[src/rtl/blinds_pkg.sv]
// Shared definitions for the roller-blinds position controller.
// Contents: level encoding (also the a/b select code seen by the output mux),
// level type and controller state enum.
package blinds_pkg;

  typedef logic [1:0] level_t;

  localparam level_t LVL_CLOSED  = 2'd0;
  localparam level_t LVL_QUARTER = 2'd1;
  localparam level_t LVL_HALF    = 2'd2;
  localparam level_t LVL_OPEN    = 2'd3;

  typedef enum logic [1:0] {
    StIdle,
    StUp,
    StDown,
    StFault
  } state_e;

endpackage

[src/rtl/blinds_ctrl_if.sv]
// Signal bundle between the requester/motor-driver side and blinds_ctrl.
// master: drives req_valid, req_level, step, fault_clr (and stop when built with
//         BLINDS_STOP_EN); observes req_ready, motor_up/down, a, b, busy, fault.
// slave : the controller, the mirror image of master.
interface blinds_ctrl_if;
  import blinds_pkg::*;

  logic   req_valid;
  level_t req_level;
  logic   req_ready;
  logic   step;
  logic   fault_clr;
`ifdef BLINDS_STOP_EN
  logic   stop;
`endif
  logic   motor_up;
  logic   motor_down;
  logic   a;
  logic   b;
  logic   busy;
  logic   fault;

  modport master (
    output req_valid, req_level, step, fault_clr,
`ifdef BLINDS_STOP_EN
    output stop,
`endif
    input  req_ready, motor_up, motor_down, a, b, busy, fault
  );

  modport slave (
    input  req_valid, req_level, step, fault_clr,
`ifdef BLINDS_STOP_EN
    input  stop,
`endif
    output req_ready, motor_up, motor_down, a, b, busy, fault
  );

endinterface

[src/rtl/blinds_step_tracker.sv]
// Encoder step counter and inter-step watchdog for blinds_ctrl.
// Ports:
//   clk, rst_n      clock, asynchronous active-low reset
//   active_i        motor is moving (UP or DOWN); counters frozen otherwise
//   start_i         entering a move: clears the watchdog
//   clr_i           fault cleared: step position discarded
//   step_i          one-cycle encoder pulse
//   level_tick_o    this step completes a level
//   timeout_o       watchdog expires this cycle (no step)
module blinds_step_tracker #(
  parameter int unsigned STEPS_PER_LEVEL = 16,
  parameter int unsigned TIMEOUT         = 255
) (
  input  logic clk,
  input  logic rst_n,
  input  logic active_i,
  input  logic start_i,
  input  logic clr_i,
  input  logic step_i,
  output logic level_tick_o,
  output logic timeout_o
);

  localparam int unsigned StepW = $clog2(STEPS_PER_LEVEL);
  localparam int unsigned TmoW  = $clog2(TIMEOUT + 1);
  localparam logic [StepW-1:0] StepMax = StepW'(STEPS_PER_LEVEL - 1);
  localparam logic [TmoW-1:0]  TmoMax  = TmoW'(TIMEOUT - 1);

  logic [StepW-1:0] step_cnt_q, step_cnt_d;
  logic [TmoW-1:0]  tmo_cnt_q, tmo_cnt_d;

  assign level_tick_o = active_i && step_i && (step_cnt_q == StepMax);
  assign timeout_o    = active_i && !step_i && (tmo_cnt_q == TmoMax);

  always_comb begin
    step_cnt_d = step_cnt_q;
    tmo_cnt_d  = tmo_cnt_q;
    if (clr_i) begin
      step_cnt_d = '0;
    end else if (active_i && step_i) begin
      step_cnt_d = level_tick_o ? '0 : step_cnt_q + 1'b1;
    end
    if (start_i) begin
      tmo_cnt_d = '0;
    end else if (active_i) begin
      // On expiry this reaches TIMEOUT, which still fits; the FSM leaves the
      // moving states in the same cycle so it stops counting there.
      tmo_cnt_d = step_i ? '0 : tmo_cnt_q + 1'b1;
    end
  end

  always_ff @(posedge clk or negedge rst_n) begin
    if (!rst_n) begin
      step_cnt_q <= '0;
      tmo_cnt_q  <= '0;
    end else begin
      step_cnt_q <= step_cnt_d;
      tmo_cnt_q  <= tmo_cnt_d;
    end
  end

endmodule

[src/rtl/blinds_ctrl.sv]
// Roller-blinds position controller. Accepts a requested level (0..3), drives
// the motor up/down counting encoder steps, and presents the current level as
// the a/b mux select (00 closed .. 11 open). A missing step for TIMEOUT cycles
// while moving raises fault until fault_clr.
// Ports:
//   clk, rst_n  clock, asynchronous active-low reset
//   bus         blinds_ctrl_if.slave: request handshake, step, fault_clr,
//               motor_up/down, a/b level select, busy, fault
// Build option: define BLINDS_STOP_EN to add bus.stop, which ends the current
// move at the next level boundary in the direction of travel.
module blinds_ctrl
  import blinds_pkg::*;
#(
  parameter int unsigned STEPS_PER_LEVEL = 16,
  parameter int unsigned TIMEOUT         = 255
) (
  input  logic          clk,
  input  logic          rst_n,
  blinds_ctrl_if.slave  bus
);

  state_e state_q, state_d;
  level_t level_q, level_d;
  level_t target_q, target_d;
  level_t target_eff;
  logic   motor_up_q, motor_down_q, busy_q, fault_q, req_ready_q;
  logic   accept, moving;
  logic   trk_start, trk_clr, level_tick, timeout;

  assign moving = (state_q == StUp) || (state_q == StDown);
  assign accept = bus.req_valid && req_ready_q;

  blinds_step_tracker #(
    .STEPS_PER_LEVEL (STEPS_PER_LEVEL),
    .TIMEOUT         (TIMEOUT)
  ) u_step_tracker (
    .clk          (clk),
    .rst_n        (rst_n),
    .active_i     (moving),
    .start_i      (trk_start),
    .clr_i        (trk_clr),
    .step_i       (bus.step),
    .level_tick_o (level_tick),
    .timeout_o    (timeout)
  );

  always_comb begin
    state_d    = state_q;
    level_d    = level_q;
    target_d   = target_q;
    target_eff = target_q;
    trk_start  = 1'b0;
    trk_clr    = 1'b0;
    unique case (state_q)
      StIdle: begin
        if (accept) begin
          if (bus.req_level > level_q) begin
            target_d  = bus.req_level;
            state_d   = StUp;
            trk_start = 1'b1;
          end else if (bus.req_level < level_q) begin
            target_d  = bus.req_level;
            state_d   = StDown;
            trk_start = 1'b1;
          end
        end
      end
      StUp: begin
`ifdef BLINDS_STOP_EN
        if (bus.stop && (level_q != LVL_OPEN)) begin
          target_eff = level_q + 2'd1;
          target_d   = target_eff;
        end
`endif
        // Already at the top: nothing to drive, drop back without moving.
        if (level_q == LVL_OPEN) begin
          state_d = StIdle;
        end else if (timeout) begin
          state_d = StFault;
        end else if (level_tick) begin
          level_d = level_q + 2'd1;
          if (level_d == target_eff) state_d = StIdle;
        end
      end
      StDown: begin
`ifdef BLINDS_STOP_EN
        if (bus.stop && (level_q != LVL_CLOSED)) begin
          target_eff = level_q - 2'd1;
          target_d   = target_eff;
        end
`endif
        if (level_q == LVL_CLOSED) begin
          state_d = StIdle;
        end else if (timeout) begin
          state_d = StFault;
        end else if (level_tick) begin
          level_d = level_q - 2'd1;
          if (level_d == target_eff) state_d = StIdle;
        end
      end
      StFault: begin
        // Position is re-trusted at the last completed level.
        if (bus.fault_clr) begin
          state_d = StIdle;
          trk_clr = 1'b1;
        end
      end
      default: state_d = StIdle;
    endcase
  end

  // Outputs are registered from the next state so they line up with state_q.
  always_ff @(posedge clk or negedge rst_n) begin
    if (!rst_n) begin
      state_q      <= StIdle;
      level_q      <= LVL_CLOSED;
      target_q     <= LVL_CLOSED;
      motor_up_q   <= 1'b0;
      motor_down_q <= 1'b0;
      busy_q       <= 1'b0;
      fault_q      <= 1'b0;
      req_ready_q  <= 1'b0;
    end else begin
      state_q      <= state_d;
      level_q      <= level_d;
      target_q     <= target_d;
      motor_up_q   <= (state_d == StUp);
      motor_down_q <= (state_d == StDown);
      busy_q       <= (state_d == StUp) || (state_d == StDown);
      fault_q      <= (state_d == StFault);
      req_ready_q  <= (state_d == StIdle);
    end
  end

  assign bus.motor_up   = motor_up_q;
  assign bus.motor_down = motor_down_q;
  assign bus.busy       = busy_q;
  assign bus.fault      = fault_q;
  assign bus.req_ready  = req_ready_q;
  assign bus.a          = level_q[1];
  assign bus.b          = level_q[0];

endmodule

[src/flat_wrapper.sv]
// flat-port wrapper written by rule: the top's interface ports become plain ports
module blinds_ctrl_flat import blinds_pkg::*;
#(
  parameter int unsigned STEPS_PER_LEVEL = 16,
  parameter int unsigned TIMEOUT         = 255
)
  (clk, rst_n, bus_req_valid, bus_req_level, bus_step, bus_fault_clr, bus_req_ready, bus_motor_up, bus_motor_down, bus_a, bus_b, bus_busy, bus_fault);
  blinds_ctrl_if bus_i ();
  input  logic clk;
  input  logic rst_n;
  input wire logic [$bits(bus_i.req_valid)-1:0] bus_req_valid;
  input wire logic [$bits(bus_i.req_level)-1:0] bus_req_level;
  input wire logic [$bits(bus_i.step)-1:0] bus_step;
  input wire logic [$bits(bus_i.fault_clr)-1:0] bus_fault_clr;
  output wire logic [$bits(bus_i.req_ready)-1:0] bus_req_ready;
  output wire logic [$bits(bus_i.motor_up)-1:0] bus_motor_up;
  output wire logic [$bits(bus_i.motor_down)-1:0] bus_motor_down;
  output wire logic [$bits(bus_i.a)-1:0] bus_a;
  output wire logic [$bits(bus_i.b)-1:0] bus_b;
  output wire logic [$bits(bus_i.busy)-1:0] bus_busy;
  output wire logic [$bits(bus_i.fault)-1:0] bus_fault;
  assign bus_i.req_valid = bus_req_valid;
  assign bus_i.req_level = bus_req_level;
  assign bus_i.step = bus_step;
  assign bus_i.fault_clr = bus_fault_clr;
  assign bus_req_ready = bus_i.req_ready;
  assign bus_motor_up = bus_i.motor_up;
  assign bus_motor_down = bus_i.motor_down;
  assign bus_a = bus_i.a;
  assign bus_b = bus_i.b;
  assign bus_busy = bus_i.busy;
  assign bus_fault = bus_i.fault;
  blinds_ctrl #(.STEPS_PER_LEVEL(STEPS_PER_LEVEL), .TIMEOUT(TIMEOUT)) u_core (.clk(clk), .rst_n(rst_n), .bus(bus_i));
endmodule
[config.mk]
export PLATFORM = sky130hd
export DESIGN_NAME = blinds_ctrl_flat
export DESIGN_NICKNAME = d
export VERILOG_FILES = /design/src/rtl/blinds_pkg.sv /design/src/rtl/blinds_ctrl_if.sv /design/src/rtl/blinds_step_tracker.sv /design/src/rtl/blinds_ctrl.sv /design/src/flat_wrapper.sv
export SDC_FILE = /design/constraint.sdc
export NUM_CORES = 1
export LEC_CHECK = 0
export CAP_MARGIN = 10
export CORE_ASPECT_RATIO = 1.75
export CORE_MARGIN = 3
export CORE_UTILIZATION = 40
export DETAILED_ROUTE_END_ITERATION = 12
export DONT_BUFFER_PORTS = 1
export SLEW_MARGIN = 20
export SYNTH_ARGS = -nofsm -noshare
export SYNTH_HDL_FRONTEND = slang
export SYNTH_HIERARCHICAL = 1
export SYNTH_SLANG_ARGS = --single-unit
[constraint.sdc]
create_clock -name clk -period 2.4 [get_ports clk]
set_input_delay 0.48 -clock clk [delete_from_list [all_inputs] [get_ports clk]]
set_output_delay 0.48 -clock clk [all_outputs]
set_load 0.03 [all_outputs]
==> results.txt <==
The flow ran to the end, and the final reports show no timing, DRC or antenna violations. For the mapped cell area, the log shows 1424 sq um. The finished layout holds 200 standard cells, fillers aside. The die extent in x works out to 51.10 microns.

The wire length of the first global-routing pass is 5437 microns. The area of the multi-input gates was 787.0 sq um. Global routing finished with a remaining overflow of 0. The number of detailed-routing iterations run before antenna repair was 4; the count of cell types in the netlist was 48.

Final number of max-transition violations: 0. STA classifies the critical path endpoint as a register. The run gives 575.6 sq um as the area taken by flip-flops and latches. Worst max-slew margin expressed relative to the limit: 64.40%. The library cells used most frequently in the layout, excluding fill and tap cells, are dfrtp_1, inv_1, nand2_1, ha_1, nand3_1.

The run gives 46.32% as the final standard cell utilization of the core. The tools report the number of placed instances, taps included as 195. Global routing used 16.41% of the available tracks across all layers.

The number of nets produced by synthesis was 165; the mean cell area of the mapped netlist was 9.753 sq um. Dividing total power by cell area gives a power density of 1126 nW/um^2. After clock tree synthesis, the clock-pin slew on the worst setup and hold paths is 0.08 ns. Entering global routing, the biggest net connects 24 pins.

In the routed design, unresolved DRC markers number 0. Of the synthesized area, sequential elements account for 40.42%. The required time reported for the critical path endpoint is 2.57 ns, and the final setup violation count is 0. The path class of the tightest hold or removal check is in2async. In this run the tool buffered the top-level ports with 0 buffer cells. The post-synthesis async set-or-reset flop share is 100.0%. The routed design could run at a clock period as short as 2.225 ns. The synthesized design contains 23 register bits. The top flip-flop cell by instance count after synthesis is dfrtp_1. STA classifies the critical path startpoint as a register.

The number of vias in the routed layout was 1,105; the number of buffers inserted during clock tree synthesis was 3. The number of nets with antenna violations after detailed routing was 0. The average routed wire per standard cell works out to 15.87 microns.

The tools report the standard cell core area as 3398 sq um. The vertical die dimension works out to 84.93 microns. The logs give 0 for the initial antenna violation count and 0.1885 ns for the final worst hold slack. For the count of inserted antenna diode cells, the log shows 0.

Dividing the final minimum period by the clock period gives 92.72%. The number of sinks driven by the clock tree is 23. Detailed placement finished with a half-perimeter wire length of 2532 microns. Data arrives at the worst endpoint at 2.39 ns. IR analysis of the VDD net gives a maximum drop of 0.0008202 V.

In this run, the number of DRC markers left after iteration 0 of detailed routing was 12. Of the cells placed in the final design, the portion with a size suffix greater than 1 is 17.42%. Maximum fanout count along the critical path: 5.

The area growth from synthesis to layout came out at 10.54%. The logs give 1,234 for the via count of the first global-routing pass and 0 for the total setup buffers inserted after CTS. Using the TritonRoute via totals, the vias-per-cell ratio works out to 5.525. The initial core utilization came out at 41.90%. In this run the static leakage power is 0.7025 nW.

The worst setup skew after layout was 0.002379 ns. The count of H-tree levels built during CTS is 1. For this run, the number of Yosys warnings is 6. 14 I/O pins were placed. Max-cap violations in this run came to 0. At the later pin of the worst-skew pair, clock insertion delay measures 0.26 ns. For the final setup TNS, the log shows 0 ns. Leaving out fill and tap cells, the most frequent cell in the layout is dfrtp_1. The type of the worst setup path was reg2reg. The run gives 0 as the number of hold violations in the final report. The filler cells instantiated in the layout total 330. The maximum root-to-sink buffer count was 2; the overall die area was 4340 sq um.

For the number of nets in the layout, the log shows 175. Wires add up to 3173 microns. The number of rows in the core area was 28. The cell count after synthesis came out at 146.

The number of enable flip-flop cells after synthesis was 0. The routability congestion estimate from global placement was 0.8087. The tools report the clock root buffer master as clkbuf_8.

Static timing analysis puts the maximum clock frequency at 449.4 MHz. Setup repair after global routing left no endpoint under its margin. The slew of the pin with the lowest slew margin is 0.5340 ns, and the power consumption is 0.001772 W. TritonCTS built the clock tree.
==> worst max-delay path: stages, from the launching register on <==
cell and delay, ns:
dfrtp_1 0.41, inv_1 0.14, ha_4 0.31, inv_1 0.05, nor4_2 0.28, nand2b_1 0.18
nor4_2 0.06, a21oi_2 0.23, nand3_2 0.14, ha_1 0.30, inv_1 0.03
==> cells by family (layout without fill, tap and decap cells) <==
| group | Yosys count | count (layout) | share of synthesized area, % |
|---|---|---|---|
| and+or+nand+nor | 53 | 53 | 22.58 |
| muxes | 3 | 3 | 2.285 |
| buffers and inverters | 17 | 26 | 5.623 |
| AOI/OAI and AO/OA | 33 | 33 | 14.94 |
| adders and majority gates | 12 | 12 | 10.54 |
| DFF | 23 | 23 | 40.42 |
| xor gates and xnor gates | 5 | 5 | 3.604 |
==> cell type report <==
cell class | instances | area share, %
tap | 45 | 3.577
multi-input combinational | 106 | 50.00
inverter | 14 | 3.339
timing repair buffer | 8 | 3.657
sequential | 23 | 36.57
clock buffer | 4 | 2.862
==> synth_stat cells (2+ instances only) <==
cell	n	area, sq um
buf_6	2	22.52
o21ai_1	3	15.01
a21oi_1	7	35.03
nor4_1	2	12.51
nor2_1	6	22.52
o21ai_0	8	40.04
and2_1	4	25.02
nor2b_1	3	18.77
a22oi_1	2	15.01
ha_1	12	150.1
mux2_1	2	22.52
dfrtp_1	23	575.6
xor2_1	2	17.52
xnor2_1	2	17.52
inv_1	13	48.80
nand3_1	9	45.04
nand2_1	11	41.29
a31oi_1	2	12.51
nand4_1	2	12.51
nor2b_4	2	27.53
or3_1	2	12.51
==> report_power, final <==
group | switching [W] | total, W | internal [W] | leakage (nW)
clock network | 0.000125 | 0.000244 | 0.000119 | 0.0228
logic | 0.000484 | 0.000859 | 0.000374 | 0.388
registers | 0.000164 | 0.000669 | 0.000505 | 0.292
total | 0.000774 | 0.00177 | 0.000998 | 0.703
==> stage by stage <==
| step | setup slack (ns) | area (sq um) |
|---|---|---|
| 2_1_floorplan | 0.1651 | 1424 |
| 3_3_place_gp | 0.2321 | 1505 |
| 3_5_place_dp | 0.09664 | 1505 |
| 4_1_cts | 0.06693 | 1560 |
| 5_1_grt | 0.02964 | 1574 |
| 6_report | 0.1747 | 1574 |
==> layer usage <==
metal,up-vias,track usage (%),routed length (microns)
met5,-,0,0
met1,542,15.49,1069
met3,8,3.339,142
li1,530,-,-
met2,25,31.02,1869
met4,0,9.314,92
==> registers in the layout (all words and copies together), names as in the netlist <==
| register | flops |
|---|---|
| u_core/bus.req_ready | 1 |
| u_core/target_eff | 2 |
| u_core/bus.motor_down | 1 |
| u_core/level_q | 2 |
| u_core/bus.motor_up | 1 |
| u_core/bus.busy | 1 |
| u_core/bus.fault | 1 |
| u_core/state_q | 2 |
| u_core/u_step_tracker/step_cnt_q | 4 |
| u_core/u_step_tracker/tmo_cnt_q | 8 |
==> what timing repair did <==
action | in CTS | in global routing
setup endpoints to repair | 0 | 2
hold endpoints to repair | 23 | 0
hold buffers | 1 | 0
resized for setup | 0 | 2
==> final timing paths <==
| kind | endpoint | slack [ns] | startpoint | cells after the start |
|---|---|---|---|---|
| max | u_core/bus.busy | 0.17 | u_core/state_q[1] | 10 |
| min | u_core/u_step_tracker/tmo_cnt_q[6] | 0.19 | rst_n | 1 |
| min reg2reg | u_core/u_step_tracker/tmo_cnt_q[7] | 0.48 | u_core/u_step_tracker/tmo_cnt_q[7] | 1 |
| max reg2reg | u_core/bus.busy | 0.17 | u_core/state_q[1] | 10 |
| max in group asynchronous | u_core/state_q[0] | 1.86 | rst_n | 1 |
| min in group clk | u_core/target_eff[1] | 0.36 | bus_req_level[1] | 1 |
(Power assumes the default switching activity.)
